`src/rtl/cart_pkg.sv`:
```
// cart_pkg: shared types and constants for the cartridge memory fetch path
package cart_pkg;
  localparam int CART_AW = 25;
  localparam logic [7:0] UNMAPPED = 8'hFF;
  typedef enum logic [1:0] {IDLE, SRAM_RD, SDRAM_REQ, DONE} state_e;
endpackage

```
`src/rtl/cart_byte_cache.sv`:
```
// cart_byte_cache: one-entry ROM byte cache with a full-address tag; flush beats a fill
module cart_byte_cache
  import cart_pkg::*;
(
  input  logic               clk,
  input  logic               reset_n,
  input  logic               flush,
  input  logic               fill,
  input  logic [CART_AW-1:0] fill_tag,
  input  logic [7:0]         fill_data,
  input  logic [CART_AW-1:0] lookup_addr,
  output logic               hit,
  output logic [7:0]         data
);
  logic               valid_q, valid_d;
  logic [CART_AW-1:0] tag_q, tag_d;
  logic [7:0]         data_q, data_d;
  always_comb begin
    valid_d = flush ? 1'b0 : (fill | valid_q);
    tag_d   = fill ? fill_tag : tag_q;
    data_d  = fill ? fill_data : data_q;
  end
  always_ff @(posedge clk or negedge reset_n) begin
    if (!reset_n) begin
      valid_q <= 1'b0;
      tag_q   <= '0;
      data_q  <= UNMAPPED;
    end else begin
      valid_q <= valid_d;
      tag_q   <= tag_d;
      data_q  <= data_d;
    end
  end
  assign hit  = valid_q && (tag_q == lookup_addr);
  assign data = data_q;
endmodule

```
`src/rtl/cart_mem_fetch.sv`:
```
// cart_mem_fetch: serves CPU reads from backup SRAM, a one-byte ROM cache or a handshaked
// SDRAM fetch, stalling the CPU while a fetch is outstanding.
module cart_mem_fetch
  import cart_pkg::*;
#(
  parameter int TIMEOUT = 64,
  parameter int SRAM_AW = 15
) (
  input  logic               clk,
  input  logic               reset_n,
  input  logic               cs,
  input  logic               rd,
  input  logic               wr,
  input  logic [7:0]         d_from_cpu,
  input  logic [CART_AW-1:0] mem_addr,
  input  logic               mem_oe,
  input  logic [SRAM_AW-1:0] sram_addr,
  input  logic               sram_we,
  input  logic               sram_oe,
  input  logic               flush,
  output logic               sdram_req,
  output logic [CART_AW-1:0] sdram_addr,
  input  logic               sdram_ack,
  input  logic [7:0]         sdram_q,
  output logic [SRAM_AW-1:0] bram_addr,
  output logic               bram_we,
  output logic [7:0]         bram_d,
  input  logic [7:0]         bram_q,
  output logic [7:0]         d_to_cpu,
  output logic               wait_n,
  output logic               err
);
  localparam int CW = $clog2(TIMEOUT + 1);
  state_e             state_q, state_d;
  logic               rd_prev_q, wr_prev_q;
  logic               req_q, req_d, err_q, err_d;
  logic [CART_AW-1:0] addr_q, addr_d;
  logic [7:0]         dout_q, dout_d;
  logic [CW-1:0]      cnt_q, cnt_d;
  logic               wpend_q, wpend_d;
  logic [SRAM_AW-1:0] waddr_q, waddr_d;
  logic [7:0]         wdata_q, wdata_d;
  logic               rd_lvl, wr_lvl, start, acc_wr, hit, fill;
  logic [7:0]         cache_data;
  assign rd_lvl = cs & rd;
  assign wr_lvl = cs & wr;
  assign start  = rd_lvl & ~rd_prev_q;
  assign acc_wr = wr_lvl & ~wr_prev_q & sram_we;
  always_comb begin
    state_d = state_q;
    req_d   = req_q;
    addr_d  = addr_q;
    dout_d  = dout_q;
    cnt_d   = cnt_q;
    err_d   = 1'b0;
    fill    = 1'b0;
    wait_n  = 1'b1;
    // the BRAM port is busy reading in SRAM_RD, so a write there lands one cycle later
    wpend_d   = acc_wr && state_q == SRAM_RD;
    waddr_d   = wpend_d ? sram_addr : waddr_q;
    wdata_d   = wpend_d ? d_from_cpu : wdata_q;
    bram_we   = wpend_q | (acc_wr && state_q != SRAM_RD);
    bram_addr = wpend_q ? waddr_q : sram_addr;
    bram_d    = wpend_q ? wdata_q : d_from_cpu;
    case (state_q)
      IDLE: if (start) begin
        if (sram_oe) begin
          wait_n  = 1'b0;
          state_d = SRAM_RD;
        end else if (mem_oe && hit) begin
          dout_d  = cache_data;
          state_d = DONE;
        end else if (mem_oe) begin
          wait_n  = 1'b0;
          req_d   = 1'b1;
          addr_d  = mem_addr;
          cnt_d   = '0;
          state_d = SDRAM_REQ;
        end else begin
          dout_d  = UNMAPPED;
          state_d = DONE;
        end
      end
      SRAM_RD: begin
        dout_d  = bram_q;
        state_d = DONE;
      end
      SDRAM_REQ: begin
        wait_n = 1'b0;
        cnt_d  = cnt_q + 1'b1;
        if (sdram_ack) begin
          req_d   = 1'b0;
          dout_d  = sdram_q;
          fill    = 1'b1;
          cnt_d   = '0;
          state_d = DONE;
        end else if (cnt_q == CW'(TIMEOUT - 1)) begin
          req_d   = 1'b0;
          dout_d  = UNMAPPED;
          err_d   = 1'b1;
          cnt_d   = '0;
          state_d = DONE;
        end
      end
      default: state_d = rd_lvl ? DONE : IDLE;
    endcase
  end
  // rd_prev resets high so a strobe caught by reset is treated as already served
  always_ff @(posedge clk or negedge reset_n) begin
    if (!reset_n) begin
      state_q   <= IDLE;
      rd_prev_q <= 1'b1;
      wr_prev_q <= 1'b1;
      req_q     <= 1'b0;
      addr_q    <= '0;
      dout_q    <= UNMAPPED;
      cnt_q     <= '0;
      err_q     <= 1'b0;
      wpend_q   <= 1'b0;
      waddr_q   <= '0;
      wdata_q   <= '0;
    end else begin
      state_q   <= state_d;
      rd_prev_q <= rd_lvl;
      wr_prev_q <= wr_lvl;
      req_q     <= req_d;
      addr_q    <= addr_d;
      dout_q    <= dout_d;
      cnt_q     <= cnt_d;
      err_q     <= err_d;
      wpend_q   <= wpend_d;
      waddr_q   <= waddr_d;
      wdata_q   <= wdata_d;
    end
  end
  cart_byte_cache u_cache (
    .clk        (clk),
    .reset_n    (reset_n),
    .flush      (flush),
    .fill       (fill),
    .fill_tag   (addr_q),
    .fill_data  (sdram_q),
    .lookup_addr(mem_addr),
    .hit        (hit),
    .data       (cache_data)
  );
  assign sdram_req  = req_q;
  assign sdram_addr = addr_q;
  assign d_to_cpu   = dout_q;
  assign err        = err_q;
endmodule
```
`config.mk`:
```
export PLATFORM = sky130hd
export DESIGN_NAME = cart_mem_fetch
export DESIGN_NICKNAME = d
export VERILOG_FILES = /design/src/rtl/cart_pkg.sv /design/src/rtl/cart_byte_cache.sv /design/src/rtl/cart_mem_fetch.sv
export SDC_FILE = /design/constraint.sdc
export NUM_CORES = 1
export LEC_CHECK = 0
export ABC_AREA = 1
export CORE_ASPECT_RATIO = 1.1
export CORE_MARGIN = 3
export CORE_UTILIZATION = 30
export CTS_CLUSTER_SIZE = 12
export DETAILED_ROUTE_END_ITERATION = 10
export GPL_TIMING_DRIVEN = 0
export PLACE_DENSITY = 0.55
export SLEW_MARGIN = 15
export SYNTH_ARGS = -nofsm -noshare
export SYNTH_HDL_FRONTEND = slang
export SYNTH_SLANG_ARGS = --single-unit
```
`constraint.sdc`:
```
create_clock -name clk -period 2.3 [get_ports clk]
set_input_delay 0.345 -clock clk [delete_from_list [all_inputs] [get_ports clk]]
set_output_delay 0.345 -clock clk [all_outputs]
set_load 0.05 [all_outputs]
```
==> results of run 1 <==
-- kinds of logic after synthesis --
kind of cell,count (synthesis),synth area share [%]
AO/OA/AOI/OAI,130,14.7
flip-flops,104,49.8
AND/OR/NAND/NOR,298,23.6
XOR/XNOR,3,0.499
adder cells (fa/ha/maj),5,1.19
buffers and inverters,125,9.81
multiplexers,2,0.427
-- worst register-to-register path: cells and delay by family (launching register included) --
family	cells	cell delay [ns]
AND/OR/NAND/NOR	5	0.96
flip-flops	1	0.40
buffers and inverters	2	0.27
adder cells (fa/ha/maj)	1	0.24
AO/OA/AOI/OAI	1	0.18
-- metal layers --
| layer | GRT usage (%) | part of all wire [%] | vias to the layer above |
|---|---|---|---|
| li1 | - | - | 2368 |
| met1 | 20.6 | 46 | 2079 |
| met2 | 24.9 | 48 | 103 |
| met3 | 2.98 | 4.6 | 11 |
| met4 | 4.83 | 1.4 | 0 |
| met5 | 0 | 0 | - |
-- registers in the layout, summed over array words and instances, names as in the netlist, 2 cells and up --
register / flops
cnt_q: 7
d_to_cpu: 8
sdram_addr: 25
state_q: 2
u_cache.data: 8
u_cache.tag_q: 25
waddr_q: 15
wdata_q: 8
-- repair_timing --
action / CTS / global route
setup endpoints to repair: 25 / 45
hold buffers: 1 / 0
setup buffers: 1 / 3
pin swaps: 1 / 2
resized for setup: 91 / 38
endpoints found under the hold margin: 34 / 0
-- area by class of cell --
cell class | count | area, sq um
clock inverters | 6 | 52.6
inverters | 98 | 368
repair buffers | 138 | 1390
multi-input cells | 438 | 2160
flip-flops and latches | 104 | 2630
fillers | 1790 | 9860
well taps | 234 | 293
clock buffers | 10 | 239
plain buffers | 26 | 153
-- power groups by stage --
stage / clock network, mW / logic [mW] / registers [mW]
after CTS: 1.57 / 4.26 / 3.12
after detailed placement: 0 / 4.25 / 3.14
final: 1.53 / 4.26 / 3.12
after floorplan: 0 / 2.21 / 3.84
after global placement: 0 / 4.21 / 3.14
after global routing: 1.64 / 4.71 / 3.21
-- synth_stat cells, types with 5 or more instances --
| cell | count | area (sq um) |
|---|---|---|
| nand2_1 | 203 | 762 |
| ha_1 | 5 | 62.6 |
| clkbuf_1 | 15 | 56.3 |
| inv_2 | 13 | 48.8 |
| nor2_1 | 56 | 210 |
| nand2_2 | 8 | 50.1 |
| nand3_1 | 13 | 65.1 |
| o211ai_1 | 9 | 67.6 |
| o21ai_2 | 26 | 228 |
| o21ai_1 | 5 | 25.0 |
| inv_1 | 85 | 319 |
| dfstp_2 | 18 | 473 |
| buf_6 | 6 | 67.6 |
| o21ai_0 | 57 | 285 |
| dfrtp_1 | 86 | 2150 |
| a21oi_1 | 31 | 155 |
| nand3b_1 | 8 | 60.1 |
-- stage by stage --
stage | hold slack [ns] | setup slack [ns] | instance area, sq um | TNS, ns
finish | 0.285 | 0.105 | 7280 | 0
global route | 0.292 | -0.0273 | 7280 | -0.0273
CTS | 0.463 | 0.0120 | 7250 | 0
detailed placement | 0.310 | -0.852 | 6920 | -4.25
global placement | 0.455 | -3.42 | 6890 | -333.63
floorplan | 0.0494 | 0.128 | 5280 | 0
-- cells in the final DEF (no fill, tap or decap), types with 2 or more instances in the layout --
cell type	Yosys	layout
a21oi_1	31	30
buf_1	4	3
buf_2	2	3
buf_4	0	4
buf_6	6	7
clkbuf_1	15	9
clkbuf_16	0	9
clkbuf_2	0	13
clkdlybuf4s15_2	0	16
clkdlybuf4s50_1	0	102
clkinv_4	0	2
clkinvlp_4	0	2
dfrtp_1	86	86
dfstp_2	18	18
dlymetal6s2s_1	0	4
ha_1	5	5
inv_1	85	82
inv_2	13	16
mux2_2	2	2
nand2_1	203	202
nand2_2	8	9
nand3_1	13	13
nand3b_1	8	8
nor2_1	56	52
nor2_2	1	4
nor2_4	1	2
o211ai_1	9	9
o21ai_0	57	57
o21ai_1	5	5
o21ai_2	26	25
or2_2	2	2
xnor2_1	2	2
-- how the worst min path moves through the flow --
stage | start | end | slack [ns] | depth (start not counted)
2_1_floorplan | reset_n | cnt_q[0] | 0.05 | 0
3_3_place_gp | d_to_cpu[6] | d_to_cpu[6] | 0.45 | 2
3_5_place_dp | reset_n | cnt_q[0] | 0.31 | 1
4_1_cts | mem_oe | d_to_cpu[7] | 0.46 | 5
5_1_grt | mem_addr[17] | sdram_addr[17] | 0.29 | 3
6_report | mem_addr[4] | sdram_addr[4] | 0.28 | 3
==> results.md, run 1 <==
* Pleak at around 3.6 nW
* Post-Syn Nets at between 700 and 800
* R2R Path End: d_to_cpu[2]
* Diode count at 0
* DIE AREA at about 0.019 sq mm
* Initial antenna violation count at 0
* Number of distinct library cells after synthesis at 33
* GRT Total Usage at between 10% and 20%
* CTS tree: done
* WP data required at between 1.5 and 2 ns
* # H-tree levels at 3
* Worst slew margin at around 57%
* Yosys reg bits at 104
* Min-Delay Path Class: in2reg
* Crit-path max cell delay at a little over 0.5 ns
* Critical Path Fanout Max at 2
* 1st-iter DRT viols at 200
* Predominant post-synthesis flop cell: dfrtp_1
* Clk sink count at 104
* Core area at 0.0171 sq mm
* Clock Power Share at approximately 17%
* Seq/Total Area, Yosys at between 40 and 50%
* PwrDens at 1220 mW/mm^2
* Worst setup SP type: input pin
* Vias in the first global route at approximately 4,600
* 1st-pass router iterations at 4
* Top Family by Delay on Critical Path: buffers and inverters
* Dpl cells at 1,034
* Final period utilization at ~95%
* Clock Skew at ~0.0079 ns
* Slowest cell on crit path: clkdlybuf4s50_1
* CP arrival at roughly 1.9 ns
* Clock Latency Late Sink at 0.35 ns
* Psw at slightly below 4 mW
* Die width at between 100 and 150 um
* Dpl hpwl at between 10,000 and 15,000 um
* Share of cells above drive strength 1 at between 10% and 20%
* Cell-internal power at 5.01 mW
* Largest net degree at the start of global routing at 62
* Finished Layout Cells at 1,054
* Final Wtd Congestion at approximately 0.8
* Ys Warns at 0
* Number of enable flip-flop cells after synthesis at 0
* Min cycle time layout at between 2 and 2.5 ns
* First-pass GRT wire length at about 24,000 um
* Syn avg cell area at around 8 sq um
* Initial Util at between 30% and 40%
* Status: finished, final reports clean
* Max Root-Sink Buffers at 2
* Fmax at around 460 MHz
* Max_cap viols at 0
* Cell area after synthesis at around 0.0053 sq mm
* Via count of the routed design at around 4,600
* Nets at slightly below 900
* # rows at 50
* Power Total at approximately 9 mW
* IO buf count at 132
* Area grow syn2layout at 38.1%
* FF-to-FF setup slack at about 0.19 ns
* Net Sw Frac at 43.8%
* Remaining Overflow, GRT at 0
* Kind of critical path: in2out
* I/O pin count at 134
* Gate count of the mapped netlist at about 670
* Crit. Startpoint: mem_addr[11]
* Comb pwr share at around 48%
* Critical Path, Cell by Cell: clkdlybuf4s50_1, inv_2, nand2_1, nand2_1, inv_1, nand2_1, nor2_2, nand3_2, nor2_4, o21ai_4, nand2_2, buf_8
* Max VDD drop at between 0.0006 and 0.0007 V
* Final Max Tran Viols at 0
* Setup violations, final at 0
* CP Depth at 12
* CTS buffer count at 9
* R2R cell count at 9
* Worst r2r src: state_q[0]
* DR DRC count at 0
* Worst Path Buf+Inv at 4
* Final hold vios at 0
* DR vias/cell at between 4 and 5
* Most used cell, CP: nand2_1
* CTS clk-pin slew, worst paths at approximately 0.07 ns
* Finished Core Util at a little over two fifths
* Flop pwr share at between 30% and 40%
* Critical Path Sink: wait_n
* FFs w/ async S/R, synth at 100%
* Tightest Pin Transition at about 0.64 ns
* Setup crit end kind: output pin
* DR WL/cell at roughly 14 um
* Clock Root Buffer: clkbuf_16
* Drt total wl at ~14,000 um
* Post-DRT Antenna Nets at 0
* Die Span Y at ~150 um
Power figures use the tool's default switching activity.
==> run 2: changes to the inputs <==
--- a/config.mk
+++ b/config.mk
@@ -8,11 +8,11 @@
 export ABC_AREA = 1
 export CORE_ASPECT_RATIO = 1.1
 export CORE_MARGIN = 3
-export CORE_UTILIZATION = 30
+export CORE_UTILIZATION = 49
 export CTS_CLUSTER_SIZE = 12
 export DETAILED_ROUTE_END_ITERATION = 10
 export GPL_TIMING_DRIVEN = 0
-export PLACE_DENSITY = 0.55
+export PLACE_DENSITY = 0.82
 export SLEW_MARGIN = 15
 export SYNTH_ARGS = -nofsm -noshare
 export SYNTH_HDL_FRONTEND = slang
==> run 2 against run 1 <==
Sequential power is essentially flat. Die area down 37%. Clock power about the same.
==> results.md, run 2 (synthesis results as in run 1) <==
* Status: finished, final reports clean
* Min-Delay Path Class: in2reg
* Finished Layout Cells at 961
* Most used cell, CP: nand2_1
* Psw at about 3.9 mW
* CTS clk-pin slew, worst paths at roughly 0.07 ns
* WP data required at slightly below 2 ns
* Clk sink count at about 100
* Drt total wl at 14,000 um
* Clock Root Buffer: clkbuf_16
* Power Total at about 8.9 mW
* Fmax at 442 MHz
* Finished Core Util at 68.8%
* Vias in the first global route at 5,010
* # H-tree levels at 3
* Die Span Y at approximately 110 um
* Diode count at 0
* Crit-path max cell delay at roughly 0.48 ns
* Final Wtd Congestion at about 0.8
* Comb pwr share at 47.4%
* Post-DRT Antenna Nets at 0
* Commonest non-fill, non-tap cells in the layout: 203 x nand2_1, 99 x clkdlybuf4s50_1, 86 x dfrtp_1
* GRT Total Usage at between 20% and 30%
* Pleak at 3.58 nW
* DIE AREA at about 0.012 sq mm
* Remaining Overflow, GRT at 0
* Commonest non-fill, non-tap cell in the layout: nand2_1
* DR DRC count at 0
* Max_cap viols at 0
* Tightest Pin Transition at approximately 0.55 ns
* Via count of the routed design at a little under 5,000
* Worst setup SP type: input pin
* 1st-pass router iterations at 5
* Area grow syn2layout at 36.4%
* DR vias/cell at approximately 5
* Cell-internal power at 5.06 mW
* Unrepaired setup endpoints after global routing: yes
* DR WL/cell at 14.5 um
* Max Root-Sink Buffers at 2
* Setup violations, final at 0
* PwrDens at between 1000 and 1500 mW/mm^2
* Critical Path, Cell by Cell: clkdlybuf4s50_1, inv_1, nand2_1, nand2_1, nor2_1, nand2_1, nor2_2, nand2_2, nor2_4, o21ai_2, nand2_1, buf_6
* Top Family by Delay on Critical Path: simple AND/OR/NAND/NOR gates
* Critical Path Fanout Max at 2
* Largest net degree at the start of global routing at 56
* Share of cells above drive strength 1 at 17.1%
* CTS tree: done
* Slowest cell on crit path: clkdlybuf4s50_1
* Flop pwr share at a little over a third
* First-pass GRT wire length at 23,300 um
* Die width at between 100 and 150 um
* Kind of critical path: in2out
* Clock Skew at between 0.008 and 0.009 ns
* Final period utilization at 98.3%
* Dpl hpwl at 10,400 um
* IO buf count at 132
* CP arrival at approximately 1.9 ns
* Final Max Tran Viols at 0
* Max VDD drop at around 0.00064 V
* Post-Place Cell Area at 0.00680 sq mm
* Clock Power Share at about 17%
* Net Sw Frac at a little over two fifths
* Initial Util at 50.5%
* 1st-iter DRT viols at ~190
* Setup crit end kind: output pin
* Filler cells at 861
* Nets at slightly below 900
* Final hold vios at 0
* Design area at between 0.007 and 0.008 sq mm
* Worst Path Buf+Inv at 3
* Dpl cells at roughly 940
* I/O pin count at between 100 and 150
* # rows at 39
* Worst slew margin at 63.0%
* Clock Latency Late Sink at 0.34 ns
* Core area at approximately 0.010 sq mm
* CTS buffer count at 9
* Initial antenna violation count at 0
* Min cycle time layout at ~2.3 ns
run 2: cell count changes in the layout (fill, tap and decap cells not counted), moves of 2 or more:
| cell | delta |
|---|---|
| clkbuf_2 | -8 |
| clkdlybuf4s15_2 | +7 |
| clkdlybuf4s50_1 | -3 |
| dlymetal6s2s_1 | +3 |
| buf_4 | -2 |
| clkbuf_1 | +2 |
| clkinv_2 | +2 |
run 2: cell type report:
type                       count  area, sq um  area share (%)
multi-input combinational    438         2140            29.8
buffer                        26          151            2.11
timing repair buffer         136         1420            19.8
clock inverter                 5         56.3           0.783
inverter                      98          368            5.12
tap                          143          179            2.49
sequential                   104         2630            36.5
clock buffer                  11          243            3.38
run 2: final timing paths:
check | start | to | slack (ns) | cells after the start
min reg2reg | d_to_cpu[2] | d_to_cpu[2] | 0.46 | 2
max reg2reg | state_q[1] | waddr_q[6] | 0.17 | 7
min in group asynchronous | reset_n | u_cache.tag_q[16] | 0.52 | 2
max in group asynchronous | reset_n | d_to_cpu[1] | 1.11 | 3
min | mem_addr[9] | sdram_addr[9] | 0.30 | 3
max | mem_addr[18] | wait_n | 0.04 | 12
run 2: layer usage:
| layer | GRT usage (%) | vias to the layer above | wire length, um | part of all wire [%] |
|---|---|---|---|---|
| met3 | 3.26 | 32 | 612 | 4.4 |
| met2 | 42.7 | 153 | 7250 | 52 |
| met1 | 29.0 | 2320 | 5710 | 41 |
| met5 | 0 | - | 0 | 0 |
| li1 | - | 2360 | - | - |
| met4 | 9.89 | 0 | 380 | 2.7 |
run 2: worst register-to-register path, cell delays in order (launching register included):
cell and delay (ns):
dfrtp_1 0.40, inv_1 0.10, ha_1 0.19, clkbuf_1 0.24
nand2_1 0.15, clkbuf_1 0.35, clkbuf_1 0.38, o21ai_0 0.17
run 2: timing repair:
item | in CTS | in global routing
buffers inserted | 1 | 1
cloned | 0 | 0
resized for setup | 108 | 18
endpoints found under the setup margin | 25 | 24
endpoints found under the hold margin | 49 | 0
hold buffers | 1 | 0
pin swaps | 1 | 4
run 2: metrics by stage:
| step | hold slack (ns) | setup slack [ns] | TNS, ns |
|---|---|---|---|
| after global routing | 0.303 | -0.0398 | -0.0398 |
| after global placement | 0.454 | -2.85 | -276.50 |
| final | 0.296 | 0.0388 | 0 |
| after floorplan | 0.0494 | 0.128 | 0 |
| after CTS | 0.463 | -0.0315 | -0.0315 |
| after detailed placement | 0.322 | -0.795 | -2.61 |
run 2: power groups by stage:
stage	clock network, mW	logic, mW	registers, mW
finish	1.55	4.23	3.15
floorplan	0	2.21	3.84
CTS	1.57	4.23	3.14
detailed placement	0	4.21	3.16
global route	1.65	4.66	3.24
global placement	0	4.06	3.12
==> run 3: changes to the inputs <==
--- a/config.mk
+++ b/config.mk
@@ -6,13 +6,15 @@
 export NUM_CORES = 1
 export LEC_CHECK = 0
 export ABC_AREA = 1
+export CELL_PAD_IN_SITES_DETAIL_PLACEMENT = 0
+export CELL_PAD_IN_SITES_GLOBAL_PLACEMENT = 1
 export CORE_ASPECT_RATIO = 1.1
 export CORE_MARGIN = 3
-export CORE_UTILIZATION = 49
+export CORE_UTILIZATION = 36
 export CTS_CLUSTER_SIZE = 12
 export DETAILED_ROUTE_END_ITERATION = 10
 export GPL_TIMING_DRIVEN = 0
-export PLACE_DENSITY = 0.82
+export PLACE_DENSITY = 0.83
 export SLEW_MARGIN = 15
 export SYNTH_ARGS = -nofsm -noshare
 export SYNTH_HDL_FRONTEND = slang
==> run 3 against run 2 <==
Count of clock-buffer cells in the layout is 1 higher. Sequential power hardly changed. Register-to-register slack better by 0.07 ns. Clock power is 19% higher. Critical path depth unchanged. Combinational power about the same. Total power up 3.2%. Maximum frequency increased by 1.4%. Worst setup slack improved by 0.031 ns. Wire length is 2.0% higher. Utilization shrank 17 points. Critical endpoint unchanged.
==> results.md, run 3 (synthesis results as in run 1) <==
* Status: finished, final reports clean
* Final TNS setup at 0 ns
* I/O pin count at 134
* Initial Util at between 30 and 40%
* Crit-path max cell delay at between 0.5 and 0.6 ns
* CTS tree: done
* Unrepaired setup endpoints after global routing: yes
* 1st-pass router iterations at 4
* DR WL/cell at 14.1 um
* Min-Delay Path Class: in2reg
* Met2 WL at approximately 7200 um
* Initial antenna violation count at 0
* First-pass GRT wire length at between 20,000 and 25,000 um
* PwrDens at approximately 1300 mW/mm^2
* Finished Layout Cells at approximately 1,000
* CTS clk-pin slew, worst paths at approximately 0.07 ns
* Fmax at between 400 and 500 MHz
* Die width at approximately 120 um
* Diode count at 0
* Max Root-Sink Buffers at 2
* Final hold vios at 0
* Clock Skew at about 0.0069 ns
* IO buf count at 132
* Power Total at 9.22 mW
* Final worst slack at 0.0695 ns
* # H-tree levels at 3
* Pleak at between 3 and 4 nW
* Post-DRT Antenna Nets at 0
* Top Family by Delay on Critical Path: simple AND/OR/NAND/NOR gates
* Remaining Overflow, GRT at 0
* Commonest non-fill, non-tap cell in the layout: nand2_1
* Tightest Pin Transition at between 0.6 and 0.7 ns
* Max_cap viols at 0
* Critical Path, Cell by Cell: clkdlybuf4s50_1, inv_2, nand2_1, nand2_1, nor2_1, nand2_1, nor2_2, nand2_2, nor2_4, o21ai_4, nand2_2, buf_8
* GRT Total Usage at a little under a fifth
* 1st-iter DRT viols at ~230
* Largest net degree at the start of global routing at 56
* Slowest cell on crit path: clkdlybuf4s50_1
* Die Span Y at between 100 and 150 um
* Area grow syn2layout at 38.9%
* Final period utilization at just under 100%
* Critical Path Fanout Max at 2
* Share of cells above drive strength 1 at 17.5%
* Worst slew margin at 57.4%
* Min cycle time layout at 2.23 ns
* Post-Place Cell Area at ~0.0069 sq mm
* Pre-CTS WS at -0.760 ns
* Final Wtd Congestion at slightly above 0.8
* WL met1 at 6130 um
* Wire length on met3 at around 700 um
* DR DRC count at 0
* DR vias/cell at 4.68
* # rows at 45
* WHS at 0.285 ns
* Dpl cells at about 990
* Clock Latency Late Sink at approximately 0.36 ns
* DIE AREA at ~0.016 sq mm
* Worst setup SP type: input pin
* Kind of critical path: in2out
* Setup violations, final at 0
* Via count of the routed design at approximately 4,700
* Core area at ~0.014 sq mm
* WP data required at between 1.5 and 2 ns
* Final Max Tran Viols at 0
* Worst Path Buf+Inv at 3
* Design area at approximately 0.0073 sq mm
* Dpl hpwl at ~11,000 um
* Commonest non-fill, non-tap cells in the layout: 202 x nand2_1, 103 x clkdlybuf4s50_1, 86 x dfrtp_1
* Nets at between 800 and 900
* Most used cell, CP: nand2_1
* Top layer in use: met4
* Vias in the first global route at ~4,800
* CP arrival at about 1.9 ns
* Finished Core Util at a little over half
* Filler cells at approximately 1,400
* Drt total wl at 14,200 um
* Clock Root Buffer: clkbuf_16
* CTS buffer count at 9
* Clk sink count at roughly 100
* Setup crit end kind: output pin
* Max VDD drop at around 0.00062 V
==> run 3: cell types whose count changed in the layout (fill, tap and decap cells not counted), moves of 3 or more <==
cell | before | now
clkdlybuf4s50_1 | 99 | 103
clkbuf_1 | 11 | 8
inv_2 | 17 | 14
dlymetal6s2s_1 | 7 | 3
inv_1 | 81 | 84
==> run 3: power breakdown <==
part / switching (mW) / internal [mW] / leakage [nW]
combinational: 2.70 / 1.53 / 2.13
clock: 0.689 / 1.16 / 0.179
sequential: 0.470 / 2.68 / 1.28
total: 3.86 / 5.36 / 3.59
==> run 3: layout make-up <==
cell class / instances / area, sq um / share of cell area (%)
plain buffers: 25 / 150 / 2.05
clock buffers: 12 / 267 / 3.64
clock inverters: 4 / 98.8 / 1.35
inverters: 98 / 368 / 5.02
multi-input cells: 438 / 2160 / 29.5
flip-flops and latches: 104 / 2630 / 35.9
well taps: 188 / 235 / 3.21
repair buffers: 137 / 1420 / 19.4
==> run 3: worst paths after layout <==
check | startpoint | end | slack, ns | cells past startpoint
hold reg to reg | d_to_cpu[6] | d_to_cpu[6] | 0.46 | 2
setup reg to reg | state_q[0] | u_cache.tag_q[20] | 0.24 | 6
hold / removal | mem_addr[4] | sdram_addr[4] | 0.29 | 3
min in group asynchronous | reset_n | sdram_addr[16] | 0.50 | 2
max in group asynchronous | reset_n | waddr_q[4] | 1.18 | 3
setup / recovery | mem_addr[6] | wait_n | 0.07 | 12
==> run 3: worst reg2reg max path: cells and delay by family (launching register included) <==
kind	cells	cell delay, ns
and+or+nand+nor	1	0.11
AOI/OAI and AO/OA	1	0.15
buffers and inverters	3	0.99
DFF	1	0.42
adders and majority gates	1	0.26
==> run 3: routing by layer <==
metal  vias to the layer above  global-route usage (%)
met5                         -                       0
met4                         0                    6.79
met3                        15                    3.59
met2                        97                    30.7
met1                      2233                    22.8
li1                       2362                       -
==> run 3: what timing repair did <==
action / CTS / global route
endpoints found under the setup margin: 25 / 51
resized for setup: 108 / 18
hold buffers: 1 / 0
hold endpoints to repair: 36 / 0
buffers inserted: 1 / 2
pin swaps: 1 / 3
